### config.mk
export PLATFORM = sky130hd
export DESIGN_NAME = clk_rst_gen
export DESIGN_NICKNAME = d
export VERILOG_FILES = /design/src/rtl/clk_rst_gen.sv
export SDC_FILE = /design/constraint.sdc
export NUM_CORES = 1
export LEC_CHECK = 0
export CAP_MARGIN = 40
export CORE_AREA = 2 2 82 84
export CTS_CLUSTER_DIAMETER = 100
export DETAILED_ROUTE_END_ITERATION = 16
export DIE_AREA = 0 0 84 86
export GPL_TIMING_DRIVEN = 0
export PLACE_DENSITY = 0.92
export SYNTH_ARGS = -nofsm -noshare
export SYNTH_HDL_FRONTEND = slang
export SYNTH_SLANG_ARGS = --single-unit
### constraint.sdc
create_clock -name clk -period 5.51 [get_ports clk]
set_input_delay 0.551 -clock clk [delete_from_list [all_inputs] [get_ports clk]]
set_output_delay 0.551 -clock clk [all_outputs]
set_load 0.05 [all_outputs]
### src/rtl/clk_rst_gen.sv
// clk_rst_gen: PLL lock qualifier, system reset and per-channel clock-enable generator.
// Define CLK_RST_LOSS_CNT_EN to add the saturating lock_loss_cnt output.
module clk_rst_gen #(
    parameter int SYNC_STAGES    = 2,
    parameter int STABLE_CYCLES  = 1024,
    parameter int HOLD_CYCLES    = 16,
    parameter int NUM_CE         = 2,
    parameter int CE_DIV_WIDTH   = 16,
    parameter int LOSS_CNT_WIDTH = 8
) (
    input  logic                           clk,
    input  logic                           reset_,
    input  logic                           pll_locked,
    input  logic [NUM_CE*CE_DIV_WIDTH-1:0] ce_div,
    output logic                           sys_reset_,
    output logic                           ready,
    output logic [NUM_CE-1:0]              ce,
`ifdef CLK_RST_LOSS_CNT_EN
    output logic [LOSS_CNT_WIDTH-1:0]      lock_loss_cnt,
`endif
    output logic [1:0]                     state
);

    localparam int SW = $clog2(STABLE_CYCLES + 1);
    localparam int HW = (HOLD_CYCLES > 1) ? $clog2(HOLD_CYCLES) : 1;
    localparam logic [SW-1:0] STABLE_MAX = SW'(STABLE_CYCLES);
    localparam logic [HW-1:0] HOLD_LAST  = HW'(HOLD_CYCLES - 1);

    if (SYNC_STAGES < 2 || STABLE_CYCLES < 1 || HOLD_CYCLES < 1 ||
        NUM_CE < 1 || CE_DIV_WIDTH < 1 || LOSS_CNT_WIDTH < 1) begin : g_bad_param
        $error("clk_rst_gen: illegal parameter value");
    end

    typedef enum logic [1:0] {
        WAIT_LOCK = 2'd0,
        STABILIZE = 2'd1,
        RUN       = 2'd2,
        HOLD      = 2'd3
    } state_t;

    state_t                 r_state;
    state_t                 w_next;
    logic [SYNC_STAGES-1:0] r_sync;
    logic                   w_lock_s;
    logic [SW-1:0]          r_stable_cnt;
    logic [SW-1:0]          w_stable_nxt;
    logic [HW-1:0]          r_hold_cnt;
    logic [HW-1:0]          w_hold_nxt;
    logic                   r_sys_rst;
    logic                   r_ready;

    always_ff @(posedge clk or negedge reset_) begin
        if (!reset_) begin
            r_sync <= '0;
        end else begin
            r_sync <= {r_sync[SYNC_STAGES-2:0], pll_locked};
        end
    end

    assign w_lock_s = r_sync[SYNC_STAGES-1];

    always_ff @(posedge clk or negedge reset_) begin
        if (!reset_) begin
            r_state      <= WAIT_LOCK;
            r_stable_cnt <= '0;
            r_hold_cnt   <= '0;
            r_sys_rst    <= 1'b0;
            r_ready      <= 1'b0;
        end else begin
            r_state      <= w_next;
            r_stable_cnt <= w_stable_nxt;
            r_hold_cnt   <= w_hold_nxt;
            r_sys_rst    <= (w_next == RUN);
            r_ready      <= (w_next == RUN);
        end
    end

    always_comb begin
        w_next       = r_state;
        w_stable_nxt = r_stable_cnt;
        w_hold_nxt   = r_hold_cnt;
        unique case (r_state)
            WAIT_LOCK: begin
                w_stable_nxt = '0;
                w_hold_nxt   = '0;
                if (w_lock_s) begin
                    w_next       = STABILIZE;
                    w_stable_nxt = SW'(1);
                end
            end
            STABILIZE: begin
                w_hold_nxt = '0;
                // any dropout restarts qualification from scratch
                if (!w_lock_s) begin
                    w_next       = WAIT_LOCK;
                    w_stable_nxt = '0;
                end else if (r_stable_cnt == STABLE_MAX) begin
                    w_next       = RUN;
                    w_stable_nxt = '0;
                end else begin
                    w_stable_nxt = r_stable_cnt + SW'(1);
                end
            end
            RUN: begin
                w_stable_nxt = '0;
                w_hold_nxt   = '0;
                if (!w_lock_s) begin
                    w_next = HOLD;
                end
            end
            HOLD: begin
                w_stable_nxt = '0;
                if (r_hold_cnt == HOLD_LAST) begin
                    w_next     = WAIT_LOCK;
                    w_hold_nxt = '0;
                end else begin
                    w_hold_nxt = r_hold_cnt + HW'(1);
                end
            end
            default: begin
                w_next = WAIT_LOCK;
            end
        endcase
    end

    for (genvar i = 0; i < NUM_CE; i++) begin : g_ce
        logic [CE_DIV_WIDTH-1:0] w_div;
        logic [CE_DIV_WIDTH-1:0] w_last;
        logic                    w_hit;
        logic [CE_DIV_WIDTH-1:0] r_div_cnt;
        logic                    r_ce;

        assign w_div  = ce_div[i*CE_DIV_WIDTH +: CE_DIV_WIDTH];
        // divisor 0 behaves as 1; >= lets a lowered divisor pulse at once
        assign w_last = (w_div == '0) ? '0 : w_div - CE_DIV_WIDTH'(1);
        assign w_hit  = (r_div_cnt >= w_last);

        always_ff @(posedge clk or negedge reset_) begin
            if (!reset_) begin
                r_div_cnt <= '0;
                r_ce      <= 1'b0;
            end else if (w_next != RUN) begin
                r_div_cnt <= '0;
                r_ce      <= 1'b0;
            end else if (w_hit) begin
                r_div_cnt <= '0;
                r_ce      <= 1'b1;
            end else begin
                r_div_cnt <= r_div_cnt + CE_DIV_WIDTH'(1);
                r_ce      <= 1'b0;
            end
        end

        assign ce[i] = r_ce;
    end

`ifdef CLK_RST_LOSS_CNT_EN
    logic [LOSS_CNT_WIDTH-1:0] r_loss_cnt;

    always_ff @(posedge clk or negedge reset_) begin
        if (!reset_) begin
            r_loss_cnt <= '0;
        end else if (r_state == RUN && w_next == HOLD && r_loss_cnt != '1) begin
            r_loss_cnt <= r_loss_cnt + LOSS_CNT_WIDTH'(1);
        end
    end

    assign lock_loss_cnt = r_loss_cnt;
`endif

    assign sys_reset_ = r_sys_rst;
    assign ready      = r_ready;
    assign state      = r_state;

endmodule

Yosys cells after proc, flatten, opt, wreduce, memory -nomap -nowiden
Index checks and enable logic that the tools add are counted.
{ "totals": {"ff_bits": 54, "out_inout_bits": 6, "wordCells": 51} }
{ "classes": {"add_sub_neg": 6, "magnitude_cmp": 2, "eq_ne": 7, "muxes": 22, "n_reduce_logical": 5} }
{ "ops": {"columns": ["cell", "count"], "rows": [
  ["$mux W16", 6],
  ["$pmux W11 S3", 1],
  ["$add A16 B1 Y16 const B", 2],
  ["$ge A16 B16 Y1", 2],
  ["$logic_not A16 Y1", 2],
  ["$sub A16 B1 Y16 const B", 2],
  ["$mux W11", 2],
  ["$add A11 B1 Y11 const B", 1],
  ["$eq A11 B11 Y1 const B", 1],
  ["$mux W2", 5],
  ["$pmux W2 S4", 1],
  ["$pmux W4 S2", 1],
  ["$eq A2 B2 Y1 const B", 3],
  ["$mux W1", 5],
  ["$add A4 B1 Y4 const B", 1],
  ["$eq A4 B4 Y1 const B", 1],
  ["$mux W4", 1],
  ["$reduce_or A3 Y1", 1],
  ["$eq A2 B1 Y1 const B", 1],
  ["$logic_not A2 Y1", 1],
  ["$ne A2 B2 Y1 const B", 1],
  ["$reduce_or A2 Y1", 1]
]} }

Longest topological paths before layout
{ "logic_depth": {"depth_word": 6, "ltp_mapped": 14, "mapped_depth_nobuf": 13} }

Worst setup path before layout
OpenSTA, ideal clock, no wires.
{ "synth_path": {"path_kind": "input -> register", "start": "in ce_div[25]", "end": "reg g_ce[1].r_div_cnt[10]", "arrival_time_ns": 3.613, "required_time_ns": 5.438, "path_slack_ns": 1.825, "path_stages": 12, "path_buffers": 2, "cell_sequence": "or4_4 -> or4_4 -> or2_1 -> buf_6 -> and2_1 -> ha_1 -> nand2b_1 -> a2111o_1 -> a32oi_1 -> nand4_1 -> clkbuf_1 -> nor2_1"} }
{ "synth_via": {"elab_chain_cells": 5} }
{ "synth_rtl": {"columns": ["element", "line_no", "source"], "rows": [
  ["from (decl)", "14", "input logic [NUM_CE*CE_DIV_WIDTH-1:0] ce_div,"],
  ["$sub A16 B1 Y16 or $logic_not A16 Y1 (tied branches)", "135", "assign w_last = (w_div == '0) ? '0 : w_div - CE_DIV_WIDTH'(1);"],
  ["$mux W16 (*)", "135", null],
  ["$ge A16 B16 Y1 (*)", "136", "assign w_hit = (r_div_cnt >= w_last);"],
  ["$mux W16 (*)", "145", "end else if (w_hit) begin"],
  ["$mux W16 (*)", "142", "end else if (w_next != RUN) begin"],
  ["to (signal assigned)", "149", "r_div_cnt <= r_div_cnt + CE_DIV_WIDTH'(1);"],
  ["to (decl)", "130", "logic [CE_DIV_WIDTH-1:0] r_div_cnt;"]
]} }
Every way passes the cells marked *; elsewhere a longest branch is shown, timed or not.

Final worst setup path
{ "layout_path": {"start": "in ce_div[3]", "end": "reg g_ce[0].r_div_cnt[8]"} }
{ "layout_via": {"elab_chain_cells": 5} }
{ "layout_rtl": {"columns": ["element", "line_no"], "rows": [
  ["$sub A16 B1 Y16 or $logic_not A16 Y1 (tied branches)", "135"],
  ["$mux W16 (*)", "135"],
  ["$ge A16 B16 Y1 (*)", "136"],
  ["$mux W16 (*)", "145"],
  ["$mux W16 (*)", "142"],
  ["to (signal assigned)", "149"],
  ["to (decl)", "130"]
]} }
Marks and branches as above.

==> summary.md <==
| Metric | Value |
|---|---|
| Power per cell area | `166.2 mW/mm²` |
| Root buffer selected by CTS | `sky130_fd_sc_hd__clkbuf_8` |
| Initial Util | `0.6067` |
| Register bit count reported by yosys | `54` |
| GRT overflow | `0` |
| Diode count | `0` |
| Number of ports placed on the die boundary | `41` |
| Critical path's top delay family | `simple AND/OR/NAND/NOR gates` |
| Post-route DRC violation count | `0` |
| Share of async-settable or async-resettable flops after synthesis | `1.000` |
| Syn_area_per_cell | `8.756 µm²` |
| Placed wire-length estimate | `6119 µm` |
| Cells after synthesis | `435` |
| Crit path time final | `4.337 ns` |
| Number of distinct library cells after synthesis | `41` |
| Vias in the first global route | `3098` |
| Total iterations of the first detailed-routing run | `5` |
| Highest clock frequency the design can meet | `0.2306 GHz` |
| Yosys synthesis warning count | `0` |
| Full die area | `0.007224 mm²` |
| Final worst-path cycle share | `0.7871` |
| Routed wirelength normalized by instance count | `13.66 µm` |
| Via-to-Cell Ratio | `5.602` |
| Wire length of the first global-routing pass | `13190 µm` |
| Leading cell types in the layout, fill and taps excluded | `sky130_fd_sc_hd__nor2_1 (65), sky130_fd_sc_hd__nand2_1 (55), sky130_fd_sc_hd__dfrtp_1 (54), sky130_fd_sc_hd__ha_1 (41), sky130_fd_sc_hd__clkdlybuf4s50_1 (39)` |
| Die span in x | `84 µm` |
| Max-slew violation count | `0` |
| Clk slew on worst S/H paths | `0.10 ns` |
| CTS tree | `done` |
| Maximum buffer depth of the clock tree | `2` |
| Area of the core region | `0.006277 mm²` |
| Number of buffers and inverters on the critical path | `4` |
| Net count after synthesis | `511` |
| Overall routed net length | `7666 µm` |
| Launching element type of the critical path | `input port` |
| Critical path peak fanout | `10` |
| Total number of clock tree sinks | `54` |
| Nets | `559` |
| Antenna viol nets, final | `0` |
| Number of maximum-capacitance constraint violations | `0` |
| Global routing usage summed across all routing layers | `0.2197` |
| First-iteration detailed-routing DRC count | `125` |
| Rows | `29` |
| Worst-Margin Slew | `0.7982 ns` |
| Hold violation total from the final report | `0` |
| Final instance count without filler cells | `561` |
| Aggregate negative setup slack | `0 ns` |
| Number of enable flip-flop cells after synthesis | `0` |
| Mapped Area | `0.003809 mm²` |
| Proportion of synthesized chip area in sequential cells | `0.3548` |
| Stage delay of the slowest cell on the critical path | `0.66 ns` |
| Cell Count Post-Placement | `553` |
| Lkg Pwr | `2.013 nW` |
| Clock latency of the later-clocked register in the worst-skew pair | `0.31 ns` |
| Type of the tightest min-delay check | `input port to asynchronous set/reset pin` |
| Die span in y | `86 µm` |
| Total power | `0.7338 mW` |
| Status | `finished, final reports clean` |
| Commonest register cell after synthesis | `sky130_fd_sc_hd__dfrtp_1` |
| Maximum number of pins on one net before global-route repair | `37` |
| Post-CTS setup repair buffer count | `0` |
| Share of cells above drive strength 1 | `0.03719` |
| Peak ir drop on the vdd network | `0.1395 mV` |
| Worst setup skew after layout | `0.007902 ns` |
| Crit. End Element | `flop` |
| Pre-CTS setup slack | `0.8880 ns` |
| Final weighted congestion of routability-driven global placement | `0.8351` |
| Data arrival time at the worst-slack endpoint | `4.57 ns` |
| Setup violation total in the final timing report | `0` |
| Hold buffer count at CTS | `0` |
| Most frequent standard cell in the layout excluding fill and tap cells | `sky130_fd_sc_hd__nor2_1` |
| Number of vias after detailed routing | `3143` |
| Worst endpoint required time | `5.74 ns` |
| CP Class | `input port to flop` |
| Number of clock buffers inserted by TritonCTS | `5` |
| Rel. slew slack | `0.4630` |
| Maximum level of the CTS H-tree | `2` |
| Post-CTS sizing | `0` |
| Unrepaired setup endpoints after global routing | `false` |
| Finished Core Util | `0.7032` |
| Slowest stage cell, crit path | `sky130_fd_sc_hd__nor4_1` |
| Number of buffers inserted by port buffering | `40` |
| Area added between synthesis and finish | `15.90%` |
| Worst-path cell chain | `clkdlybuf4s50_1 -> nor4_1 -> nand4b_1 -> or4_1 -> clkbuf_1 -> buf_2 -> nand2_1 -> ha_1 -> a21o_1 -> a21o_1 -> a221oi_1 -> nand3_1 -> clkbuf_1 -> nor2_1` |
| Fin worst setup slack | `1.173 ns` |
| Number of antenna violations at the first check in global routing | `0` |
-- sequential cells by signal, summed over array words and instances, names as in the netlist --
register,count
r_hold_cnt,4
state,2
r_sync,2
g_ce.r_ce,2
r_stable_cnt,11
ready,1
g_ce.r_div_cnt,32
-- where the power goes --
group          switching, mW  total (mW)  internal, mW
combinational         0.0541       0.105        0.0506
sequential           0.00548       0.405         0.400
clock                  0.132       0.224        0.0919
-- cell usage after synthesis, drive strengths merged, types with 3 or more instances --
cell    instances  area (µm²)
nor4            8       50.05
nor2           65       244.0
o21ai           7       35.03
a31oi           4       25.02
and3            8       50.05
a21o            5       37.54
and2            3       18.77
nor3           13       65.06
buf             6       50.04
xor2           38       332.8
or4             4       37.53
dfrtp          54        1351
xnor2          24       210.2
nand3          24       120.1
nand4          15       93.84
a311oi          3       26.28
nand2b         10       62.56
inv            17       63.81
a21oi           6       30.03
ha             41       513.0
nand2          55       206.5
clkbuf          4       15.01
-- routing by layer --
| layer | vias up | part of all wire | track usage | routed length (µm) |
|---|---|---|---|---|
| met5 | - | 0 | 0 | 0 |
| met4 | 0 | 0.0074 | 0.04985 | 57 |
| met3 | 8 | 0.028 | 0.03946 | 213 |
| met2 | 56 | 0.54 | 0.4182 | 4109 |
| met1 | 1474 | 0.43 | 0.2577 | 3286 |
| li1 | 1605 | - | - | - |
-- area by class of cell --
cell class,count,area (µm²)
Multi-Input combinational cell,354,2328
Fill cell,464,1863
Clock inverter,3,25.02
Buffer,10,65.06
Timing Repair Buffer,41,415.4
Sequential cell,54,1351
Clock buffer,5,68.82
Inverter,17,63.81
Tap cell,77,96.34
-- final timing paths --
path | startpoint | endpoint | slack, ns | cells past startpoint
max in group asynchronous | reset_ | g_ce[0].r_div_cnt[4] | 4.81 | 2
worst min-delay path | reset_ | r_stable_cnt[2] | 0.17 | 1
worst min register to register | r_sync[0] | r_sync[1] | 0.37 | 0
worst max-delay path | ce_div[3] | g_ce[0].r_div_cnt[8] | 1.17 | 14
min in group clk | r_sync[0] | r_sync[1] | 0.37 | 0
worst max register to register | g_ce[0].r_div_cnt[0] | g_ce[0].r_div_cnt[8] | 2.97 | 8
-- per-stage QoR --
stage                     cell area [µm²]  hold slack (ns)
after floorplan                      3809           0.2554
after global placement               4305           0.3321
after detailed placement             4320           0.3426
after CTS                            4414           0.1795
after global routing                 4414           0.1980
final                                4414           0.1737
-- cells by family (layout without fill, tap and decap cells) --
family,after synthesis,after routing,share of synthesized area
compound gates,36,36,0.06472
xor+xnor,62,62,0.1426
fa+ha+maj,41,41,0.1347
buf+inv,27,76,0.03383
flops,54,54,0.3548
mux,1,1,0.002628
simple gates,214,214,0.2668
-- worst register-to-register path: stages (launching register included) --
cell	delay, ns
sky130_fd_sc_hd__dfrtp_1	0.43
sky130_fd_sc_hd__inv_1	0.06
sky130_fd_sc_hd__ha_1	0.28
sky130_fd_sc_hd__nand2b_1	0.14
sky130_fd_sc_hd__a2111o_1	0.42
sky130_fd_sc_hd__a31oi_1	0.29
sky130_fd_sc_hd__nand3_1	0.30
sky130_fd_sc_hd__clkbuf_1	0.35
sky130_fd_sc_hd__nor2_1	0.19
Note: power is estimated with default switching activity, not from simulation.
